File: src/rtl/ps2_key_event_queue.sv
// ps2_key_event_queue
//   Takes decoded PS/2 bytes from the receiver and strips the break (F0) and
//   extended (E0) prefixes. It tracks Shift (left/right) and Caps Lock. Each
//   printable make code is queued as {letter_case, scan_code} in a small FIFO
//   for the scan-code-to-ASCII converter.
//
// Ports
//   clk, reset_n       clock, asynchronous active-low reset
//   rx_done_tick       one-cycle strobe, rx_data holds a complete byte
//   rx_data[7:0]       received PS/2 byte
//   rd                 pop request (ignored when empty)
//   empty, full        FIFO status
//   scan_code[7:0]     head entry scan code (0 when empty)
//   letter_case        head entry case bit, 1 = upper (0 when empty)
//   caps_on            Caps Lock toggle state for the LED path
//   overflow           sticky: an event was dropped on a full FIFO
module ps2_key_event_queue #(
    parameter int DEPTH_BITS = 2
) (
    input  logic       clk,
    input  logic       reset_n,
    input  logic       rx_done_tick,
    input  logic [7:0] rx_data,
    input  logic       rd,
    output logic       empty,
    output logic       full,
    output logic [7:0] scan_code,
    output logic       letter_case,
    output logic       caps_on,
    output logic       overflow
);

    localparam int DEPTH = 1 << DEPTH_BITS;
    localparam logic [DEPTH_BITS:0] DEPTH_CNT = (DEPTH_BITS + 1)'(DEPTH);

    typedef enum logic [1:0] {
        IDLE    = 2'd0,
        BRK     = 2'd1,
        EXT     = 2'd2,
        EXT_BRK = 2'd3
    } state_t;

    state_t state_q, state_d;
    logic   shift_l_q, shift_l_d;
    logic   shift_r_q, shift_r_d;
    logic   caps_held_q, caps_held_d;
    logic   caps_on_q, caps_on_d;
    logic   overflow_q, overflow_d;

    logic [DEPTH_BITS-1:0] wr_ptr_q, wr_ptr_d;
    logic [DEPTH_BITS-1:0] rd_ptr_q, rd_ptr_d;
    logic [DEPTH_BITS:0]   count_q, count_d;
    logic [8:0]            mem_q [DEPTH];

    logic       push_req;
    logic       do_push;
    logic       do_pop;
    logic [8:0] push_data;
    logic [8:0] head;

    assign empty = (count_q == '0);
    assign full  = (count_q == DEPTH_CNT);

    // Byte decoder. Only make codes seen from IDLE can request a push.
    always_comb begin
        state_d     = state_q;
        shift_l_d   = shift_l_q;
        shift_r_d   = shift_r_q;
        caps_held_d = caps_held_q;
        caps_on_d   = caps_on_q;
        push_req    = 1'b0;
        if (rx_done_tick) begin
            unique case (state_q)
                IDLE: begin
                    unique case (rx_data)
                        8'hF0: state_d = BRK;
                        8'hE0: state_d = EXT;
                        8'h12: shift_l_d = 1'b1;
                        8'h59: shift_r_d = 1'b1;
                        8'h58: begin
                            // Toggle only on the first make; auto-repeat of a
                            // held Caps Lock key must not flip it again.
                            if (!caps_held_q) caps_on_d = ~caps_on_q;
                            caps_held_d = 1'b1;
                        end
                        8'h00, 8'hFF, 8'hAA, 8'hFA, 8'hFE, 8'hEE: ;
                        default: push_req = 1'b1;
                    endcase
                end
                BRK: begin
                    unique case (rx_data)
                        8'h12:   shift_l_d   = 1'b0;
                        8'h59:   shift_r_d   = 1'b0;
                        8'h58:   caps_held_d = 1'b0;
                        default: ;
                    endcase
                    state_d = IDLE;
                end
                EXT:     state_d = (rx_data == 8'hF0) ? EXT_BRK : IDLE;
                EXT_BRK: state_d = IDLE;
                default: state_d = IDLE;
            endcase
        end
    end

    assign push_data = {(shift_l_q | shift_r_q) ^ caps_on_q, rx_data};

    // A pop in the same cycle frees the slot, so a push into a full FIFO
    // still succeeds when rd is asserted alongside it.
    assign do_pop  = rd & ~empty;
    assign do_push = push_req & (~full | do_pop);

    always_comb begin
        wr_ptr_d   = wr_ptr_q;
        rd_ptr_d   = rd_ptr_q;
        count_d    = count_q;
        overflow_d = overflow_q | (push_req & full & ~do_pop);
        if (do_push) wr_ptr_d = wr_ptr_q + DEPTH_BITS'(1);
        if (do_pop)  rd_ptr_d = rd_ptr_q + DEPTH_BITS'(1);
        unique case ({do_push, do_pop})
            2'b10:   count_d = count_q + (DEPTH_BITS + 1)'(1);
            2'b01:   count_d = count_q - (DEPTH_BITS + 1)'(1);
            default: ;
        endcase
    end

    always_ff @(posedge clk or negedge reset_n) begin
        if (!reset_n) begin
            state_q     <= IDLE;
            shift_l_q   <= 1'b0;
            shift_r_q   <= 1'b0;
            caps_held_q <= 1'b0;
            caps_on_q   <= 1'b0;
            overflow_q  <= 1'b0;
            wr_ptr_q    <= '0;
            rd_ptr_q    <= '0;
            count_q     <= '0;
        end else begin
            state_q     <= state_d;
            shift_l_q   <= shift_l_d;
            shift_r_q   <= shift_r_d;
            caps_held_q <= caps_held_d;
            caps_on_q   <= caps_on_d;
            overflow_q  <= overflow_d;
            wr_ptr_q    <= wr_ptr_d;
            rd_ptr_q    <= rd_ptr_d;
            count_q     <= count_d;
        end
    end

    // Storage needs no reset: entries are only visible while count_q says so.
    always_ff @(posedge clk) begin
        if (do_push) mem_q[wr_ptr_q] <= push_data;
    end

    assign head        = mem_q[rd_ptr_q];
    assign scan_code   = empty ? 8'h00 : head[7:0];
    assign letter_case = empty ? 1'b0  : head[8];
    assign caps_on     = caps_on_q;
    assign overflow    = overflow_q;

endmodule

File: config.mk
export PLATFORM = sky130hd
export DESIGN_NAME = ps2_key_event_queue
export DESIGN_NICKNAME = d
export VERILOG_FILES = /design/src/rtl/ps2_key_event_queue.sv
export SDC_FILE = /design/constraint.sdc
export NUM_CORES = 1
export LEC_CHECK = 0
export ABC_AREA = 1
export BUFFER_PORTS_ARGS = -buffer_cell sky130_fd_sc_hd__buf_2
export CORE_MARGIN = 2
export CORE_UTILIZATION = 58
export CTS_CLUSTER_SIZE = 30
export DETAILED_ROUTE_END_ITERATION = 10
export PLACE_DENSITY = 0.86
export SLEW_MARGIN = 30
export SYNTH_ARGS = -nofsm -noshare
export SYNTH_HDL_FRONTEND = slang
export SYNTH_SLANG_ARGS = --single-unit
File: constraint.sdc
create_clock -name clk -period 2.45 [get_ports clk]
set_input_delay 0.6125 -clock clk [delete_from_list [all_inputs] [get_ports clk]]
set_output_delay 0.6125 -clock clk [all_outputs]
set_load 0.02 [all_outputs]
==> results of run 1 <==
cell families after synthesis:
group	after synthesis	share of synthesized area
mux	1	0.00463
simple gates	124	0.219
fa+ha+maj	5	0.0288
compound gates	39	0.0828
xor+xnor	4	0.0144
buf+inv	40	0.0627
flops	50	0.588
routing by layer:
layer | vias to the layer above | share of wire | GRT usage
met1 | 806 | 0.43 | 0.271
met2 | 50 | 0.49 | 0.386
met3 | 11 | 0.059 | 0.0390
met4 | 0 | 0.022 | 0.0907
met5 | - | 0 | 0
li1 | 912 | - | -
final cells by class:
cell class | count | area, um2 | area share
flip-flops and latches | 50 | 1430 | 0.523
inverters | 35 | 131 | 0.0480
multi-input cells | 173 | 850 | 0.311
repair buffers | 31 | 173 | 0.0631
well taps | 50 | 62.6 | 0.0229
clock inverters | 2 | 15.0 | 0.00549
clock buffers | 6 | 72.6 | 0.0265
registers in the layout, indices dropped and copies added, names as in the netlist:
signal and count:
state_q 2, mem_q 36, shift_r_q 1, wr_ptr_q 2, caps_held_q 1, overflow 1, caps_on 1, rd_ptr_q 2
shift_l_q 1, count_q 3
worst max-delay path, cell delays in order (launching register included):
cell and delay (ps):
dfrtp_1 520, buf_4 260, nor2_1 80, nor2_1 90, o21ai_0 100, a21oi_1 170, buf_2 190
final timing paths:
check                      cells after the start         from  slack [ps]            to
hold reg to reg                                1     overflow         490      overflow
max in group asynchronous                      1      reset_n        2020    state_q[0]
setup / recovery                               6  rd_ptr_q[0]         130  scan_code[6]
setup reg to reg                              13   state_q[1]         500    count_q[2]
hold / removal                                 1      reset_n         190   wr_ptr_q[1]
min in group clk                               1     overflow         490      overflow
cell usage in the layout, fill, tap and decap left out, types with 4 or more instances in the layout:
cell type  synthesis  routed
edfxtp_1          36      36
dfrtp_1           14      14
clkbuf_8           0       5
ha_1               4       4
inv_1             27      27
buf_4              0       7
buf_2              2      24
o21ai_0           26      26
nand2_1           36      36
nand2_2            6       6
nor2_1            67      67
a21oi_1           10      10
inv_2              7       7
through the flow:
step	cell area, um2	cells	hold slack, ps	power, mW	utilization
after floorplan	2430	263	317	2.04	-
after global routing	2740	347	205	3.10	0.679
after CTS	2740	347	195	2.89	0.679
after global placement	2650	339	481	2.40	0.657
after detailed placement	2650	339	475	2.44	0.657
final	2740	347	191	2.88	0.679
power groups by stage:
stage / logic, mW / registers, mW / clock network, mW
after floorplan: 0.836 / 1.20 / 0
after global placement: 1.19 / 1.22 / 0
after detailed placement: 1.22 / 1.23 / 0
after CTS: 1.22 / 1.21 / 0.469
after global routing: 1.37 / 1.23 / 0.509
final: 1.21 / 1.21 / 0.462
==> flow_metrics.tcl, run 1 <==
set metrics [dict create \
    sequentialPowerShare 0.419 \
    wl_per_cell_um 12.9 \
    grt_pass1_wl_um 7330 \
    cp.required_ps 1840 \
    first_pass_iters 4 \
    p_int_mw 1.72 \
    area_growth_pct 12.4 \
    arrival_ps 1710 \
    antenna_found_initial 0 \
    num_io_pins 25 \
    synth_top_area_frac 0.444 \
    tightestPinTransition_ps 401 \
    ys_top_cells_by_area "edfxtp_1 44%, dfrtp_1 14%, nor2_1 10%" \
    setup_viol 0 \
    layout_min_cycle_time_ps 2320 \
    ant_nets 0 \
    cts_setup_buffers 0 \
    grt_setup_unrepaired "false" \
    netlist_area_mm2 0.00243 \
    ctsRootBufferMaster "clkbuf_8" \
    hold_buffers 0 \
    vias 1779 \
    end_kind "output port" \
    fin_setup_tns_ps 0 \
    clk_latency_ps 310 \
    drc_errors 0 \
    relSlewSlack 0.730 \
    grt_overflow 0 \
    startpoint_type "flop" \
    antennaDiodeCount 0 \
    yosys_register_bits 50 \
    swShare 0.403 \
    synth_edf_count 36 \
    grt_max_degree 20 \
    p_comb_frac 0.420 \
    worst-path-max-fanout 13 \
    groute.usage.overall 0.221 \
    fillCellCount 322 \
    yosysWarnings 0 \
    place_congestion 0.922 \
    syn_inst 263 \
    power_leakage_nw 1.22 \
    hold_viol_final 0 \
    viasPerCell 5.13 \
    die_w_um 68.8 \
    cts_made_buffers 5 \
    synth-main-ff-cell "edfxtp_1" \
    die_y_um 68.8 \
    power.density_mw_per_mm2 1050 \
    cts_resized 0 \
    hpwl_um 3200 \
    p_switching_mw 1.16 \
    fin_skew_ps 10.6 \
    port_buffers 24 \
    syn_nets 280 \
    synth_top_cell_by_area "edfxtp_1" \
    syn-mean-instance-area_um2 9.25 \
    post-route-period-util 0.947 \
    timing.fmax_ghz 0.431 \
    dp_slack_ps 151 \
    ys_seq_area_frac 0.588 \
    cts.clk_slew.worst_paths_ps 80 \
    drv_cap 0 \
    crit_type "flop to output port" \
    netlist_top_cells_count "67 x nor2_1, 36 x edfxtp_1, 36 x nand2_1, 27 x inv_1, 26 x o21ai_0" \
    min_path_type "input pin to async pin" \
    drt_iter0_drc 154 \
    die_area_mm2 0.00473 \
    clock-sinks 50 \
    layout.nets 313 \
    cts_tree "built" \
    setup_slack_ps 129 \
    ctsLongestPathBuffers 2 \
    wl_um 4490 \
    yosysUniqueCellTypes 26 \
    htree_levels 2 \
    drive_above_1_share 0.202 \
    maxSlewViolCount 0 \
    run_status "finished clean" \
    pwr-share-clk 0.161 \
    yosysMostFrequentCell "nor2_1" \
    ir_worst_vdd_uv 625 \
    core_mm2 0.00403 \
    async_flop_share 0.280 \
    first_global_vias 1631 \
    row_count 23 \
    initial_utilization 0.604 \
]
Power figures use the tool's default switching activity.
==> run 2: changes to the inputs <==
--- a/config.mk
+++ b/config.mk
@@ -7,6 +7,7 @@
 export LEC_CHECK = 0
 export ABC_AREA = 1
 export BUFFER_PORTS_ARGS = -buffer_cell sky130_fd_sc_hd__buf_2
+export CORE_ASPECT_RATIO = 0.5
 export CORE_MARGIN = 2
 export CORE_UTILIZATION = 58
 export CTS_CLUSTER_SIZE = 30
==> run 2 against run 1 <==
Final area is 0.64% higher. Critical path type unchanged. Largest power group is now combinational cells. Critical endpoint unchanged. Clock-buffer cell count is the same. Power rose by 3.7%.
==> flow_metrics.tcl, run 2 (synthesis results as in run 1) <==
set metrics [dict create \
    crit_type "flop to output port" \
    run_status "finished clean" \
    maxSlewViolCount 0 \
    initial_utilization 0.614 \
    port_buffers 24 \
    stdcell_count 351 \
    grt_setup_unrepaired "false" \
    groute.usage.overall 0.234 \
    hpwl_um 3550 \
    cts.clk_slew.worst_paths_ps 90 \
    fin_setup_tns_ps 0 \
    num_io_pins 25 \
    hold_viol_final 0 \
    finalPower_mw 2.98 \
    area_growth_pct 13.1 \
    layout.nets 313 \
    wl_um 5010 \
    largest_register_ffs 36 \
    grt_max_degree 20 \
    ctsRootBufferMaster "clkbuf_8" \
    vias 1835 \
    drive_above_1_share 0.209 \
    first_pass_iters 4 \
    die_area_mm2 0.00476 \
    regMostFlops "mem_q" \
    grt_overflow 0 \
    ctsLongestPathBuffers 2 \
    top_regs "mem_q x36, count_q x3" \
    clk_latency_ps 310 \
    worst-path-max-fanout 11 \
    viasPerCell 5.23 \
    power_leakage_nw 1.23 \
    cts_setup_buffers 0 \
    die_y_um 49.8 \
    cts_resized 0 \
    drt_iter0_drc 108 \
    r2r_slack_ps 420 \
    arrival_ps 1640 \
    fin_skew_ps 5.59 \
    wl_per_cell_um 14.3 \
    cts_tree "built" \
    tightestPinTransition_ps 486 \
    power.density_mw_per_mm2 1080 \
    core_mm2 0.00396 \
    drc_errors 0 \
    setup_slack_ps 196 \
    htree_levels 2 \
    cp.required_ps 1840 \
    setup_viol 0 \
    place_congestion 0.924 \
    final_cell_mix "67 x nor2_1, 36 x nand2_1, 36 x edfxtp_1" \
    die_w_um 95.6 \
    startpoint_type "flop" \
    place_area_mm2 0.00265 \
    layout_min_cycle_time_ps 2250 \
    antenna_found_initial 0 \
    clock-sinks 50 \
    final_common_cell "nor2_1" \
    hold_buffers 0 \
    first_global_vias 1757 \
    end_kind "output port" \
    post-route-period-util 0.920 \
    cts_made_buffers 5 \
    grt_pass1_wl_um 8220 \
    ant_nets 0 \
    drv_cap 0 \
    antennaDiodeCount 0 \
    dpl.cell_count 343 \
    hold_slack_ps 187 \
    dp_slack_ps 110 \
    fin_area_mm2 0.00275 \
    ir_worst_vdd_uv 471 \
    min_path_type "input pin to async pin" \
    relSlewSlack 0.674 \
    row_count 16 \
    timing.fmax_ghz 0.444 \
    final_util 0.694 \
]
-- run 2: worst max-delay path: stages, from the launching register on --
cell     delay, ps
dfrtp_2        500
buf_4          220
nor2_1          60
nor2_1         100
o21ai_0        120
a21oi_1        150
buf_2          180
-- run 2: power by group --
part | total [mW] | leakage (nW) | switching [mW] | internal, mW
registers | 1.22 | 0.504 | 0.110 | 1.11
clock network | 0.514 | 0.0478 | 0.281 | 0.233
logic | 1.25 | 0.682 | 0.835 | 0.414
-- run 2: metal layers --
| layer | routed length, um | GRT usage | vias to the layer above |
|---|---|---|---|
| met5 | 0 | 0 | - |
| met4 | 35 | 0.0548 | 0 |
| met3 | 367 | 0.0581 | 5 |
| met2 | 2370 | 0.380 | 52 |
| met1 | 2240 | 0.321 | 865 |
| li1 | - | - | 913 |
-- run 2: path summary, 6_finish.rpt --
path,from,to,cells after the start
worst max-delay path,rd_ptr_q[0],scan_code[6],6
worst min-delay path,reset_n,state_q[1],1
max in group asynchronous,reset_n,rd_ptr_q[0],1
min in group clk,overflow,overflow,1
worst max register to register,state_q[1],count_q[2],13
worst min register to register,overflow,overflow,1
-- run 2: cell type report --
cell class	instances	area [um2]
fill	286	1210
sequential	50	1430
inverter	35	131
timing repair buffer	31	173
clock buffer	6	82.6
tap	54	67.6
clock inverter	2	16.3
multi-input combinational	173	850
==> run 3: changes to the inputs <==
--- a/config.mk
+++ b/config.mk
@@ -8,11 +8,11 @@
 export ABC_AREA = 1
 export BUFFER_PORTS_ARGS = -buffer_cell sky130_fd_sc_hd__buf_2
 export CORE_ASPECT_RATIO = 0.5
-export CORE_MARGIN = 2
 export CORE_UTILIZATION = 58
 export CTS_CLUSTER_SIZE = 30
 export DETAILED_ROUTE_END_ITERATION = 10
 export PLACE_DENSITY = 0.86
+export SKIP_LAST_GASP = 1
 export SLEW_MARGIN = 30
 export SYNTH_ARGS = -nofsm -noshare
 export SYNTH_HDL_FRONTEND = slang
==> run 3 against run 2 <==
Combinational power is essentially flat. Utilization grew 0.82 points. Non-clock buffer count grew 2. Sequential power is essentially flat. Die area shrank 6.0%. Final area grew 1.2%. Clock power grew 15%. Power grew 3.0%. Global-route usage shrank 0.68 points. Clock-buffer cell count shrank 1. Largest cell class unchanged.
==> flow_metrics.tcl, run 3 (synthesis results as in run 1) <==
set metrics [dict create \
    drv_cap 0 \
    first_pass_iters 4 \
    min_path_type "input pin to async pin" \
    layout_min_cycle_time_ps 2270 \
    tightestPinTransition_ps 471 \
    ir_worst_vdd_uv 623 \
    die_w_um 93.6 \
    antenna_found_initial 0 \
    layout.nets 315 \
    arrival_ps 1660 \
    cts_tree "built" \
    setup.worst_path.end "scan_code[6]" \
    startpoint_type "flop" \
    clk_latency_ps 300 \
    drc_errors 0 \
    wl_um 4840 \
    hold_viol_final 0 \
    dp_slack_ps 125 \
    clock-sinks 50 \
    htree_levels 2 \
    final_util 0.703 \
    post-route-period-util 0.926 \
    hold_buffers 0 \
    fin_setup_tns_ps 0 \
    fin_area_mm2 0.00279 \
    hold_slack_ps 192 \
    relSlewSlack 0.684 \
    cts_made_buffers 5 \
    run_status "finished clean" \
    grt_overflow 0 \
    setup_slack_ps 181 \
    rr_worst_depth 13 \
    area_growth_pct 14.4 \
    power.density_mw_per_mm2 1100 \
    vias 1818 \
    antennaDiodeCount 0 \
    port_buffers 24 \
    ctsRootBufferMaster "clkbuf_8" \
    ant_nets 0 \
    row_count 16 \
    num_io_pins 25 \
    setup_viol 0 \
    end_kind "output port" \
    crit_type "flop to output port" \
    cp.required_ps 1840 \
    core_mm2 0.00396 \
    top_regs "mem_q x36, count_q x3" \
    place_area_mm2 0.00265 \
    timing.fmax_ghz 0.441 \
    die_area_mm2 0.00447 \
    fillCellCount 266 \
    hpwl_um 3320 \
    grt_pass1_wl_um 7150 \
    largest_register_ffs 36 \
    wl_per_cell_um 13.7 \
    initial_utilization 0.614 \
    regMostFlops "mem_q" \
    r2r-end "count_q[2]" \
    maxSlewViolCount 0 \
    cts.clk_slew.worst_paths_ps 90 \
    place_congestion 0.844 \
    grt_max_degree 20 \
    die_y_um 47.8 \
    ctsLongestPathBuffers 2 \
    fin_skew_ps 3.33 \
    power_leakage_nw 1.25 \
    groute.usage.overall 0.227 \
    startpoint "rd_ptr_q[1]" \
    drive_above_1_share 0.214 \
    final_common_cell "nor2_1" \
    grt_setup_unrepaired "false" \
    r2r_slack_ps 450 \
    drt_iter0_drc 80 \
    first_global_vias 1553 \
    worst-path-max-fanout 9 \
    r2r-start "state_q[1]" \
    viasPerCell 5.15 \
    final_cell_mix "67 x nor2_1, 36 x nand2_1, 36 x edfxtp_1" \
]
==> run 3: cell types whose count changed in the layout (fill, tap and decap cells not counted), sizes merged <==
cell,previous run,this run
clkinv,1,2
buf,31,33
clkinvlp,1,0
bufinv,0,1
clkbuf,6,5
==> run 3: per-layer routing <==
| layer | vias up | track usage | wire (um) |
|---|---|---|---|
| met5 | - | 0 | 0 |
| met4 | 0 | 0.0646 | 36 |
| met1 | 831 | 0.293 | 2060 |
| li1 | 915 | - | - |
| met3 | 6 | 0.0571 | 420 |
| met2 | 66 | 0.400 | 2330 |
==> run 3: stage by stage <==
step / instances / power (mW)
floorplan: 263 / 2.04
global placement: 343 / 2.42
detailed placement: 343 / 2.46
CTS: 351 / 3.05
global route: 353 / 3.28
finish: 353 / 3.07
==> run 3: timing repair <==
item | 4_1_cts | 5_1_grt
setup buffers | 0 | 2
endpoints found under the setup margin | 0 | 3
resized for setup | 0 | 1
==> run 3: worst min-delay path by stage <==
stage | start | endpoint
after floorplan | reset_n | caps_held_q
after global placement | count_q[2] | count_q[2]
after detailed placement | count_q[2] | count_q[2]
after CTS | reset_n | rd_ptr_q[1]
after global routing | reset_n | rd_ptr_q[1]
final | reset_n | rd_ptr_q[1]
==> run 3: worst max-delay path, stage by stage (launching register included) <==
cell and delay, ps:
dfrtp_1 360, clkinv_1 270, nor2_1 180, o21ai_0 150
a21oi_1 200, buf_2 190
==> run 3: area by class of cell <==
class	count	area, um2	area share
flip-flops and latches	50	1430	0.514
multi-input cells	173	850	0.305
repair buffers	33	188	0.0674
inverters	35	131	0.0472
clock buffers	5	68.8	0.0247
well taps	54	67.6	0.0243
clock inverters	3	47.5	0.0171
==> run 3: where the power goes <==
part	total, mW	switching (mW)	internal, mW
sequential	1.20	0.0928	1.11
clock	0.592	0.282	0.310
combinational	1.28	0.845	0.432
